$ cat config.mk
export PLATFORM = sky130hd
export DESIGN_NAME = dual_issue_operand_read
export DESIGN_NICKNAME = d
export VERILOG_FILES = /design/src/rtl/dual_issue_operand_read.sv
export SDC_FILE = /design/constraint.sdc
export NUM_CORES = 1
export LEC_CHECK = 0
export ABC_CLOCK_PERIOD_IN_PS = 2450
export BUFFER_PORTS_ARGS = -buffer_cell sky130_fd_sc_hd__buf_2
export CORE_ASPECT_RATIO = 0.9
export CORE_MARGIN = 2
export CORE_UTILIZATION = 49
export CTS_BUF_LIST = sky130_fd_sc_hd__clkbuf_4 sky130_fd_sc_hd__clkbuf_8
export DETAILED_ROUTE_END_ITERATION = 10
export PLACE_DENSITY = 0.88
export SETUP_SLACK_MARGIN = 0.05
export SYNTH_ARGS = -nofsm -noshare
export SYNTH_HDL_FRONTEND = slang
export SYNTH_SLANG_ARGS = --single-unit
$ cat constraint.sdc
create_clock -name clk -period 2.45 [get_ports clk]
set_input_delay 0.1225 -clock clk [delete_from_list [all_inputs] [get_ports clk]]
set_output_delay 0.1225 -clock clk [all_outputs]
set_load 0.1 [all_outputs]
$ cat src/rtl/dual_issue_operand_read.sv
// Operand read stage for a dual-issue pipeline: resolves four sources from the
// register file or same-cycle writebacks, tracks pending writes, registers bundles for execute.
module dual_issue_operand_read #(
  parameter int unsigned NREG = 32,
  parameter int unsigned AW   = 5,
  parameter int unsigned DW   = 32
) (
  input  logic          clk,
  input  logic          reset,
  input  logic          in_valid,
  output logic          in_ready,
  input  logic [AW-1:0] rs1,
  input  logic [AW-1:0] rt1,
  input  logic [AW-1:0] rs2,
  input  logic [AW-1:0] rt2,
  input  logic [AW-1:0] dest1,
  input  logic [AW-1:0] dest2,
  input  logic          destWr1,
  input  logic          destWr2,
  output logic [AW-1:0] raddr0,
  output logic [AW-1:0] raddr1,
  output logic [AW-1:0] raddr2,
  output logic [AW-1:0] raddr3,
  input  logic [DW-1:0] rdata0,
  input  logic [DW-1:0] rdata1,
  input  logic [DW-1:0] rdata2,
  input  logic [DW-1:0] rdata3,
  input  logic          regWrite1,
  input  logic          regWrite2,
  input  logic [AW-1:0] wbAddr1,
  input  logic [AW-1:0] wbAddr2,
  input  logic [DW-1:0] writeData1,
  input  logic [DW-1:0] writeData2,
  output logic          out_valid,
  input  logic          out_ready,
  output logic [DW-1:0] opA1,
  output logic [DW-1:0] opB1,
  output logic [DW-1:0] opA2,
  output logic [DW-1:0] opB2,
  output logic [AW-1:0] outDest1,
  output logic [AW-1:0] outDest2,
  output logic          outDestWr1,
  output logic          outDestWr2
);

  logic [NREG-1:0] busy_q, busy_d;
  logic            out_valid_q, out_valid_d;
  logic [DW-1:0]   opA1_q, opB1_q, opA2_q, opB2_q;
  logic [DW-1:0]   opA1_d, opB1_d, opA2_d, opB2_d;
  logic [AW-1:0]   dest1_q, dest2_q, dest1_d, dest2_d;
  logic            destWr1_q, destWr2_q, destWr1_d, destWr2_d;
  logic [DW-1:0]   fwdA1_c, fwdB1_c, fwdA2_c, fwdB2_c;
  logic            hazard_c, accept_c;

  function automatic logic wb_hit(input logic [AW-1:0] a);
    return (regWrite1 && (wbAddr1 == a)) || (regWrite2 && (wbAddr2 == a));
  endfunction

  // Port 2 wins over port 1, matching the register file's write priority.
  function automatic logic [DW-1:0] resolve(input logic [AW-1:0] s, input logic [DW-1:0] rd);
    if (s == '0)                          return '0;
    else if (regWrite2 && (wbAddr2 == s)) return writeData2;
    else if (regWrite1 && (wbAddr1 == s)) return writeData1;
    else                                  return rd;
  endfunction

  function automatic logic src_stall(input logic [AW-1:0] s);
    return (s != '0) && busy_q[s] && !wb_hit(s);
  endfunction

  function automatic logic dst_stall(input logic wr, input logic [AW-1:0] d);
    return wr && (d != '0) && busy_q[d] && !wb_hit(d);
  endfunction

  assign raddr0 = rs1;
  assign raddr1 = rt1;
  assign raddr2 = rs2;
  assign raddr3 = rt2;

  // Source resolution and hazard detection against pre-pair state.
  always_comb begin
    fwdA1_c  = resolve(rs1, rdata0);
    fwdB1_c  = resolve(rt1, rdata1);
    fwdA2_c  = resolve(rs2, rdata2);
    fwdB2_c  = resolve(rt2, rdata3);
    hazard_c = src_stall(rs1) || src_stall(rt1) || src_stall(rs2) || src_stall(rt2) ||
               dst_stall(destWr1, dest1) || dst_stall(destWr2, dest2);
  end

  assign in_ready = !hazard_c && (!out_valid_q || out_ready);
  assign accept_c = in_valid && in_ready;

  // Scoreboard: writebacks clear first, accepted destinations set afterwards.
  always_comb begin
    busy_d = busy_q;
    if (regWrite1) busy_d[wbAddr1] = 1'b0;
    if (regWrite2) busy_d[wbAddr2] = 1'b0;
    if (accept_c && destWr1) busy_d[dest1] = 1'b1;
    if (accept_c && destWr2) busy_d[dest2] = 1'b1;
    busy_d[0] = 1'b0;
  end

  // Output bundle: capture on accept, otherwise hold until consumed.
  always_comb begin
    out_valid_d = out_valid_q;
    opA1_d      = opA1_q;
    opB1_d      = opB1_q;
    opA2_d      = opA2_q;
    opB2_d      = opB2_q;
    dest1_d     = dest1_q;
    dest2_d     = dest2_q;
    destWr1_d   = destWr1_q;
    destWr2_d   = destWr2_q;
    if (accept_c) begin
      out_valid_d = 1'b1;
      opA1_d      = fwdA1_c;
      opB1_d      = fwdB1_c;
      opA2_d      = fwdA2_c;
      opB2_d      = fwdB2_c;
      dest1_d     = dest1;
      dest2_d     = dest2;
      destWr1_d   = destWr1;
      destWr2_d   = destWr2;
    end else if (out_ready) begin
      out_valid_d = 1'b0;
    end
  end

  always_ff @(posedge clk or negedge reset) begin
    if (!reset) begin
      busy_q      <= '0;
      out_valid_q <= 1'b0;
      opA1_q      <= '0;
      opB1_q      <= '0;
      opA2_q      <= '0;
      opB2_q      <= '0;
      dest1_q     <= '0;
      dest2_q     <= '0;
      destWr1_q   <= 1'b0;
      destWr2_q   <= 1'b0;
    end else begin
      busy_q      <= busy_d;
      out_valid_q <= out_valid_d;
      opA1_q      <= opA1_d;
      opB1_q      <= opB1_d;
      opA2_q      <= opA2_d;
      opB2_q      <= opB2_d;
      dest1_q     <= dest1_d;
      dest2_q     <= dest2_d;
      destWr1_q   <= destWr1_d;
      destWr2_q   <= destWr2_d;
    end
  end

  assign out_valid  = out_valid_q;
  assign opA1       = opA1_q;
  assign opB1       = opB1_q;
  assign opA2       = opA2_q;
  assign opB2       = opB2_q;
  assign outDest1   = dest1_q;
  assign outDest2   = dest2_q;
  assign outDestWr1 = destWr1_q;
  assign outDestWr2 = destWr2_q;

endmodule
# Word level (Yosys, flattened, before mapping)
# Cells that the tools add are included.
dict set report totals {
  register_bits 172
  in_bits 240
  output_inout_bits 162
  elab_cells 143
}
dict set report op_classes {
  magnitude_cmp 12
  n_eq_ne 12
  n_mux 38
  n_bitwise 6
  n_reduce_logical 65
}
# cell count
set ops {}
lappend ops {{32-bit two-way mux} 16}
lappend ops {{32-bit bitwise AND} 2}
lappend ops {{32-bit NOT} 2}
lappend ops {{32-bit OR} 2}
lappend ops {{5-bit == test} 12}
lappend ops {{5-bit by 6-bit < comparator with 1-bit output, second input constant} 8}
lappend ops {{1-bit logical AND} 34}
lappend ops {{1-bit binary-select mux with 5-bit select} 6}
lappend ops {{5-bit nonzero test} 6}
lappend ops {{1-bit demux with 5-bit select} 4}
lappend ops {{5-bit by 1-bit greater-or-equal comparator with 1-bit output, second input constant} 4}
lappend ops {{5-bit logical NOT} 4}
lappend ops {{1-bit logical OR} 12}
lappend ops {{1-bit two-way mux} 12}
lappend ops {{1-bit logical NOT} 8}
lappend ops {{2-bit nonzero test} 1}

# Logic depth before layout (Yosys ltp)
# Gate-level depths: netlist (run 1).
dict set report logic_depth {
  ltp_word 17
  ltp_mapped 11
  ltp_nobuf 7
}

# Least setup slack after synthesis (run 1)
# OpenSTA, ideal clock, no wires.
dict set report synth_timing {
  kind {register to register}
  start {reg busy_q[3]}
  end {reg busy_q[22]}
  setup_time_ps 69
  arrival_ps 2857
  t_required_ps 2381
  slack_ps -476
  path_stages_with_launch 10
  path_buffers 2
  period_less_slack_ps 2926
  cell_sequence {dfrtp_1 mux2_1 a221oi_1 a2111oi_0 or4_1 a32oi_1 and4b_1 clkbuf_1 buf_2 a32o_1}
}
dict set report synth_between {
  elab_chain_cells 16
  word_cells_on_any_way 37
  cone_classes {mux: 14; bitwise: 1; reduce/logical: 22}
}
# element line_no
set synth_lines {}
lappend synth_lines {{from (decl)} 46} ;# logic [NREG-1:0] busy_q, busy_d;
lappend synth_lines {{from (signal assigned)} 142} ;# busy_q <= busy_d;
lappend synth_lines {{1-bit binary-select mux with 5-bit select} 68} ;# return (s != '0) && busy_q[s] && !wb_hit(s);
lappend synth_lines {{1-bit two-way mux (not written as such)} 68}
lappend synth_lines {{1-bit logical AND (2 in series)} 68}
lappend synth_lines {{1-bit logical OR (4 in series)} 86} ;# hazard_c = src_stall(rs1) || src_stall(rt1) || src_stall(rs2) || src_stall(rt2) ||
lappend synth_lines {{1-bit logical OR (*)} 87} ;# dst_stall(destWr1, dest1) || dst_stall(destWr2, dest2);
lappend synth_lines {{1-bit logical NOT (*)} 90} ;# assign in_ready = !hazard_c && (!out_valid_q || out_ready);
lappend synth_lines {{1-bit logical AND (*)} 90}
lappend synth_lines {{via in_ready} 11} ;# output logic in_ready,
lappend synth_lines {{1-bit logical AND (*)} 91} ;# assign accept_c = in_valid && in_ready;
lappend synth_lines {{1-bit logical AND} 98} ;# if (accept_c && destWr1) busy_d[dest1] = 1'b1;
lappend synth_lines {{32-bit two-way mux} 98}
lappend synth_lines {{32-bit OR (no line)} -}
lappend synth_lines {{32-bit two-way mux (*)} 99} ;# if (accept_c && destWr2) busy_d[dest2] = 1'b1;
lappend synth_lines {{via busy_d[22]} 46}
# The timed path passes the listed nets; every way through them passes the cells marked *. The select of a mux whose other input is x is not followed.
# A chain may end at the register's enable or synchronous reset.

# Worst setup path in the final report (run 1)
dict set report layout_timing {
  start {reg busy_q[30]}
  end {reg opA2_q[6] (netlist: opA2[6])}
}
dict set report layout_between {
  elab_chain_cells 12
  word_cells_on_any_way 32
  cone_classes {mux: 12; reduce/logical: 20}
}
# element line_no
set layout_lines {}
lappend layout_lines {{1-bit binary-select mux with 5-bit select} 68}
lappend layout_lines {{1-bit two-way mux (not written as such)} 68}
lappend layout_lines {{1-bit logical AND (2 in series)} 68}
lappend layout_lines {{1-bit logical OR (4 in series)} 86}
lappend layout_lines {{1-bit logical OR (*)} 87}
lappend layout_lines {{1-bit logical NOT (*)} 90}
lappend layout_lines {{1-bit logical AND (*)} 90}
lappend layout_lines {{1-bit logical AND (*)} 91}
lappend layout_lines {{to (signal assigned)} 146} ;# opA2_q <= opA2_d;
lappend layout_lines {{to (decl)} 48} ;# logic [DW-1:0] opA1_q, opB1_q, opA2_q, opB2_q;
# Every way passes the cells marked *; elsewhere a longest branch is shown, timed or not. The select of a mux whose other input is x is not followed.

==> summary.txt, run 1 <==
Finish
  • Net count reported at finish: 2006
  • Final non-filler cell total: 2136
  • Area added between synthesis and finish: 34.7%
  • Area used by multi-input combinational logic: 0.00836 mm²
  • Total of fill cells in the finished design: 2063
  • Commonest non-fill, non-tap cells in the layout: sky130_fd_sc_hd__buf_2, sky130_fd_sc_hd__dfrtp_1, sky130_fd_sc_hd__buf_4
  • Proportion of layout cells with a drive suffix above 1: 0.495
  • Commonest non-fill, non-tap cell in the layout: sky130_fd_sc_hd__buf_2
  • FF+latch area: 0.00431 mm²

Timing
  • Worst slew margin relative to its limit: 0.490
  • Final Skew: 0.0289 ns
  • Post-route fraction of the period consumed by the critical path: 1.28
  • Number of hold-slack violations in the final timing report: 0
  • Slew of the pin with the lowest slew margin: 0.762 ns
  • Final critical-path setup slack: -0.689 ns
  • Final critical path time including I/O delays and setup: 3.14 ns
  • RSZ-0062 raised after global routing: yes
  • Top achievable clock speed: 319 MHz
  • Number of pins exceeding their max-slew limit in the final report: 0
  • Endpoints failing setup: 173
  • Final-layout setup total negative slack: -102.84 ns

Synth
  • Largest family of logic cells by synthesized area: multiplexers
  • Synth Area in Adders: 0
  • Proportion of register bits with asynchronous set or reset after synthesis: 1.00
  • Multiplexer share of the synthesized area: 0.315
  • Most used flip-flop cell after synthesis: sky130_fd_sc_hd__dfrtp_1
  • Area share of and/or/nand/nor cells after synthesis: 0.109
  • Post-synthesis instance area: 0.0133 mm²
  • Number of distinct library cells after synthesis: 61
  • Compound-Gate Fraction of Synth Area: 0.152
  • Total of warnings raised by yosys: 0
  • Cells after Synth: 1286
  • Seq/Total Area, Yosys: 0.324
  • Register bit total from synthesis: 172
  • Post-Syn Nets: 1526
  • Number of synthesized flops with an enable pin: 0
  • Mean post-synth cell area: 10.3 µm²
  • Xor/xnor cell area share of the yosys netlist: 0.0396

GRT
  • Via count of the first global-routing pass: 13.4k
  • First-pass GRT wire length: 82100 µm
  • Total overflow reported by the global router: 0
  • Pin count of the biggest net entering global routing: 65
  • Global routing usage summed across all routing layers: 0.384
  • Initial antenna violation count: 4

Critical path
  • Category of the most critical setup path: flip-flop to flip-flop
  • Worst R2R End: opA2[6]$_DFFE_PN0N_
  • Master of the slowest instance on the critical path: sky130_fd_sc_hd__mux4_2
  • Largest stage delay on the critical path: 0.49 ns
  • Crit path required time: 2.82 ns
  • Critical path peak fanout: 14
  • Logic depth of the worst register-to-register path: 11
  • Kind of capture point of the worst setup path: flip-flop
  • Signal arrival time at the worst endpoint: 3.50 ns
  • Cells along the critical path: buf_6, mux4_2, mux4_2, nand4_1, o311ai_4, buf_4, nand4b_4, buf_4, buf_12, buf_16, mux2_4
  • Register-to-register setup slack: -0.69 ns
  • Reg-to-reg critical path startpoint: busy_q[30]$_DFF_PN0_
  • Critical Path Source Type: flip-flop

Floorplanning
  • Area of the die: 0.0284 mm²
  • Core region area: 0.0268 mm²
  • Number of top-level pins: 402
  • Placement row count: 57
  • Chip height: 160 µm
  • Die extent in x: 178 µm
  • Effective utilization at floorplan: 0.495

Job
  • Number of max-capacitance violations reported: 0

Placement
  • Port-buffer cells: 401
  • Number of placed instances, taps included: 2064
  • Half-perimeter wire length after placement: 40700 µm
  • Post-place setup slack: -0.456 ns
  • Last weighted congestion value of the routability-driven placer: 1.04

Drt
  • Routed via count divided by cell count: 6.54
  • Antenna Violating Nets Remaining: 0
  • Initial DRT Pass Iterations: 7
  • Detailed-route DRC error count: 0
  • DRT iter0 DRCs: 1774
  • Final Routed Wirelength: 56900 µm
  • Average routed wire per standard cell: 26.7 µm
  • Count of vias placed by the detailed router: 14.0k

Power
  • PD cells: 1210 mW/mm²
  • Leakage power total: 0.00848 µW
  • Worst IR drop on VDD: 1230 µV

Clock network
  • Max Buffers Root-to-Sink: 2
  • Clock net sink count: 172
  • Clock-pin slew on the worst setup and hold paths: 0.12 ns
  • H-tree levels: 4
  • Insertion delay to the later sink of the worst-skew pair: 0.49 ns
  • Clk root buf: sky130_fd_sc_hd__clkbuf_8
  • Clock tree from TritonCTS: built
  • Num CTS Buffers: 17

Min path
  • Hold-critical path depth: 3
  • Worst hold start: dest1[3]
  • Hold Crit Class: primary input to flip-flop
  • Hold-critical path endpoint: outDest1[3]$_DFFE_PN0N_

Run status
  • Violated checks: setup timing
  • Status: complete, but fails checks
==> final cells by class <==
class                           count  area share
Timing Repair Buffer              624       0.242
Antenna cell                        3    0.000420
Multi-Input combinational cell    945       0.467
Tap cell                          354      0.0248
Inverter                            6     0.00126
Clock inverter                     14     0.00945
Clock buffer                       18      0.0139
Sequential cell                   172       0.241
==> report_power, final <==
group	switching, µW	internal, µW
Clock	1300	896
Sequential	959	4060
Combinational	11200	3240
Total	13400	8200
==> synthesized netlist by cell type, drive strengths merged (22+ instances only) <==
cell type  instances  share of area
o22ai             37          0.017
nand2             22         0.0062
buf               68          0.033
clkbuf            95          0.027
mux4              25          0.042
nor2             142          0.040
a22oi             30          0.017
mux2             145           0.15
a32o              30          0.023
mux2i            169           0.13
dfrtp            172           0.32
a211oi           129          0.073
xor2              48          0.032
==> worst max path at each step <==
stage	startpoint	end	slack [ns]	cells past startpoint
global route	busy_q[30]$_DFF_PN0_	in_ready	-0.72	8
detailed placement	busy_q[18]$_DFF_PN0_	opB1[26]$_DFFE_PN0N_	-0.46	8
floorplan	busy_q[23]$_DFF_PN0_	opA1[0]$_DFFE_PN0N_	-0.22	9
finish	busy_q[30]$_DFF_PN0_	opA2[6]$_DFFE_PN0N_	-0.69	11
CTS	busy_q[18]$_DFF_PN0_	in_ready	-0.58	8
global placement	busy_q[23]$_DFF_PN0_	opA2[28]$_DFFE_PN0N_	-0.42	8
==> per-layer routing <==
layer / track usage / share of wire / vias to the layer above
li1: - / - / 5822
met4: 0.184 / 0.058 / 2
met2: 0.581 / 0.44 / 1216
met3: 0.116 / 0.13 / 273
met5: 0 / 0.00032 / -
met1: 0.501 / 0.37 / 6649
==> timing repair <==
| action | 4_1_cts | 5_1_grt |
|---|---|---|
| setup endpoints to repair | 173 | 173 |
| hold endpoints to repair | 50 | 0 |
| buffers inserted | 12 | 12 |
| pin swaps | 13 | 13 |
| cloned | 4 | 10 |
| resized for setup | 46 | 39 |
| hold buffers | 4 | 0 |
==> stage by stage <==
stage                     hold WS [ns]  utilization  power (µW)  cell area [µm²]
final                            0.121        0.667       21600            17900
after global routing             0.113        0.667       22100            17900
after CTS                       0.0946        0.650       21300            17400
after detailed placement         0.132        0.620       18900            16600
after global placement           0.123        0.620       18800            16600
after floorplan                 -0.173            -       16000            13400
==> registers in the layout (all words and copies together), names as in the netlist <==
register,cells
opB2,32
opA1,32
out_valid,1
outDest1,5
outDestWr2,1
busy_q,31
outDest2,5
outDestWr1,1
opB1,32
opA2,32
==> worst max-delay path, delay by kind of cell, from the launching register on <==
kind / cells / cell delay (ns)
mux: 3 / 1.28
flops: 1 / 0.47
buf+inv: 5 / 0.80
compound gates: 1 / 0.14
simple gates: 2 / 0.35
==> cells by family (layout without fill, tap and decap cells) <==
| family | after synthesis | in the layout |
|---|---|---|
| other cells | 0 | 3 |
| mux | 339 | 339 |
| simple gates | 283 | 283 |
| compound gates | 263 | 263 |
| xor+xnor | 60 | 60 |
| flops | 172 | 172 |
| buf+inv | 169 | 662 |
Note: power is estimated with default switching activity, not from simulation.
==> run 2, diff against run 1 <==
Settings changed: BUFFER_PORTS_ARGS -buffer_cell sky130_fd_sc_hd__buf_2 to default, CAP_MARGIN from default to 30, CORE_UTILIZATION 49 to 40, DONT_BUFFER_PORTS from default to 1, PLACE_DENSITY 0.88 to 0.64.
==> run 2 against run 1 <==
Compared with the run above:
- the flow finishes with violations (hold timing, setup timing)
- utilization down 20 points
- routed wire length fell by 8.2%
- first-iteration DRC count shrank 41%
- via count decreased by 16%
- register-to-register slack got worse by 0.08 ns
- final area down 14%
- sequential cell count stayed put
- largest cell class unchanged
==> summary.txt, run 2 (synthesis gave the netlist of run 1 again) <==
Critical path
  • Signal arrival time at the worst endpoint: 3.61 ns
  • Crit path required time: 2.85 ns
  • Category of the most critical setup path: flip-flop to flip-flop
  • Logic depth of the worst register-to-register path: 12
  • Critical path peak fanout: 8
  • Kind of capture point of the worst setup path: flip-flop
  • Worst R2R End: opB1[7]$_DFFE_PN0N_
  • Critical Path Source Type: flip-flop
  • Register-to-register setup slack: -0.77 ns
  • Reg-to-reg critical path startpoint: busy_q[25]$_DFF_PN0_

Floorplanning
  • Number of top-level pins: 402
  • Chip height: 177 µm
  • Effective utilization at floorplan: 0.405
  • Area of the die: 0.0347 mm²
  • Die extent in x: 196 µm
  • Placement row count: 63
  • Core region area: 0.0328 mm²

Finish
  • Finished layout cell area: 0.0154 mm²
  • Commonest non-fill, non-tap cell in the layout: sky130_fd_sc_hd__dfrtp_1
  • Commonest non-fill, non-tap cells in the layout: sky130_fd_sc_hd__dfrtp_1, sky130_fd_sc_hd__mux2i_1, sky130_fd_sc_hd__nor2_1
  • Net count reported at finish: 1551
  • Utilization after layout: 0.469
  • Proportion of layout cells with a drive suffix above 1: 0.281
  • Area added between synthesis and finish: 15.7%
  • Final non-filler cell total: 1746

Timing
  • Number of hold-slack violations in the final timing report: 172
  • Final critical-path setup slack: -0.765 ns
  • Endpoints failing setup: 173
  • Slew of the pin with the lowest slew margin: 0.992 ns
  • Post-route fraction of the period consumed by the critical path: 1.31
  • Worst slew margin relative to its limit: 0.339
  • Top achievable clock speed: 311 MHz
  • Number of pins exceeding their max-slew limit in the final report: 0
  • RSZ-0062 raised after global routing: yes
  • Final Skew: 0.0168 ns
  • Worst slack on hold paths: -0.685 ns
  • Final-layout setup total negative slack: -104.07 ns
  • Final critical path time including I/O delays and setup: 3.22 ns

Placement
  • Last weighted congestion value of the routability-driven placer: 0.949
  • Half-perimeter wire length after placement: 35300 µm
  • Port-buffer cells: 0
  • Placed Instance Area: 0.0141 mm²
  • Number of placed instances, taps included: 1655

Drt
  • Antenna Violating Nets Remaining: 0
  • DRT iter0 DRCs: 1051
  • Final Routed Wirelength: 52300 µm
  • Routed via count divided by cell count: 6.68
  • Initial DRT Pass Iterations: 5
  • Average routed wire per standard cell: 29.9 µm
  • Detailed-route DRC error count: 0
  • Count of vias placed by the detailed router: 11.7k

GRT
  • First-pass GRT wire length: 75600 µm
  • Initial antenna violation count: 2
  • Global routing usage summed across all routing layers: 0.293
  • Pin count of the biggest net entering global routing: 173
  • Total overflow reported by the global router: 0
  • Via count of the first global-routing pass: 11.4k

Clock network
  • Number of hold-repair buffers added at the cts stage: 37
  • Insertion delay to the later sink of the worst-skew pair: 0.51 ns
  • Num CTS Buffers: 17
  • Clock tree from TritonCTS: built
  • Max Buffers Root-to-Sink: 2
  • Clk root buf: sky130_fd_sc_hd__clkbuf_8
  • Clock net sink count: 172
  • Clock-pin slew on the worst setup and hold paths: 0.10 ns
  • H-tree levels: 4

Run status
  • Status: complete, but fails checks
  • Violated checks: hold timing, setup timing

Power
  • PD cells: 1270 mW/mm²
  • Worst IR drop on VDD: 1010 µV
  • Leakage power total: 0.00652 µW

Min path
  • Hold Crit Class: primary input to asynchronous set/reset pin

Job
  • Number of max-capacitance violations reported: 0
==> run 2: how the worst max path moves through the flow <==
stage	slack (ns)	to	startpoint
floorplan	-0.22	opA1[0]$_DFFE_PN0N_	busy_q[23]$_DFF_PN0_
global placement	-0.47	opA1[5]$_DFFE_PN0N_	busy_q[23]$_DFF_PN0_
detailed placement	-0.52	opA2[18]$_DFFE_PN0N_	busy_q[22]$_DFF_PN0_
CTS	-0.79	in_ready	busy_q[22]$_DFF_PN0_
global route	-0.82	in_ready	busy_q[22]$_DFF_PN0_
finish	-0.77	opB1[7]$_DFFE_PN0N_	busy_q[25]$_DFF_PN0_
==> run 2: layer usage <==
layer	global-route usage	share of wire	up-vias
li1	-	-	4918
met1	0.381	0.40	5730
met2	0.455	0.45	852
met3	0.100	0.12	161
met4	0.100	0.036	2
met5	0	0.00025	-
==> run 2: where the power goes <==
group,internal [µW],switching [µW]
Combinational,2320,1560
Sequential,3860,9540
Clock,1040,1230
Total,7230,12300
==> run 2: through the flow <==
step	setup slack [ns]	total power [µW]	hold slack [ns]
global placement	-0.468	16900	-0.168
global route	-0.822	20000	-0.725
finish	-0.765	19600	-0.685
floorplan	-0.224	16000	-0.173
detailed placement	-0.524	17000	-0.167
CTS	-0.787	19500	-0.734
==> run 2: repair_timing <==
item | 4_1_cts | 5_1_grt
hold endpoints to repair | 242 | 172
gates cloned | 7 | 3
setup endpoints to repair | 173 | 173
setup buffers | 9 | 3
pin swaps | 3 | 8
resized for setup | 13 | 12
==> run 2: layout make-up <==
class / count / area [µm²]
fillers: 3039 / 17400
multi-input cells: 945 / 8270
flip-flops and latches: 172 / 4300
repair buffers: 169 / 1820
well taps: 422 / 528
clock buffers: 18 / 241
clock inverters: 13 / 180
inverters: 6 / 22.5
diodes: 1 / 2.50
==> run 2: critical path, cell delays in order (launching register included) <==
cell and delay, ns:
sky130_fd_sc_hd__dfrtp_1 0.49, sky130_fd_sc_hd__mux4_2 0.48, sky130_fd_sc_hd__nor2_1 0.12, sky130_fd_sc_hd__a2111oi_0 0.08, sky130_fd_sc_hd__or4_1 0.45, sky130_fd_sc_hd__a32oi_2 0.21, sky130_fd_sc_hd__buf_4 0.15, sky130_fd_sc_hd__buf_4 0.10
sky130_fd_sc_hd__nand4b_4 0.12, sky130_fd_sc_hd__buf_12 0.17, sky130_fd_sc_hd__buf_16 0.15, sky130_fd_sc_hd__bufbuf_16 0.28, sky130_fd_sc_hd__mux2_4 0.29
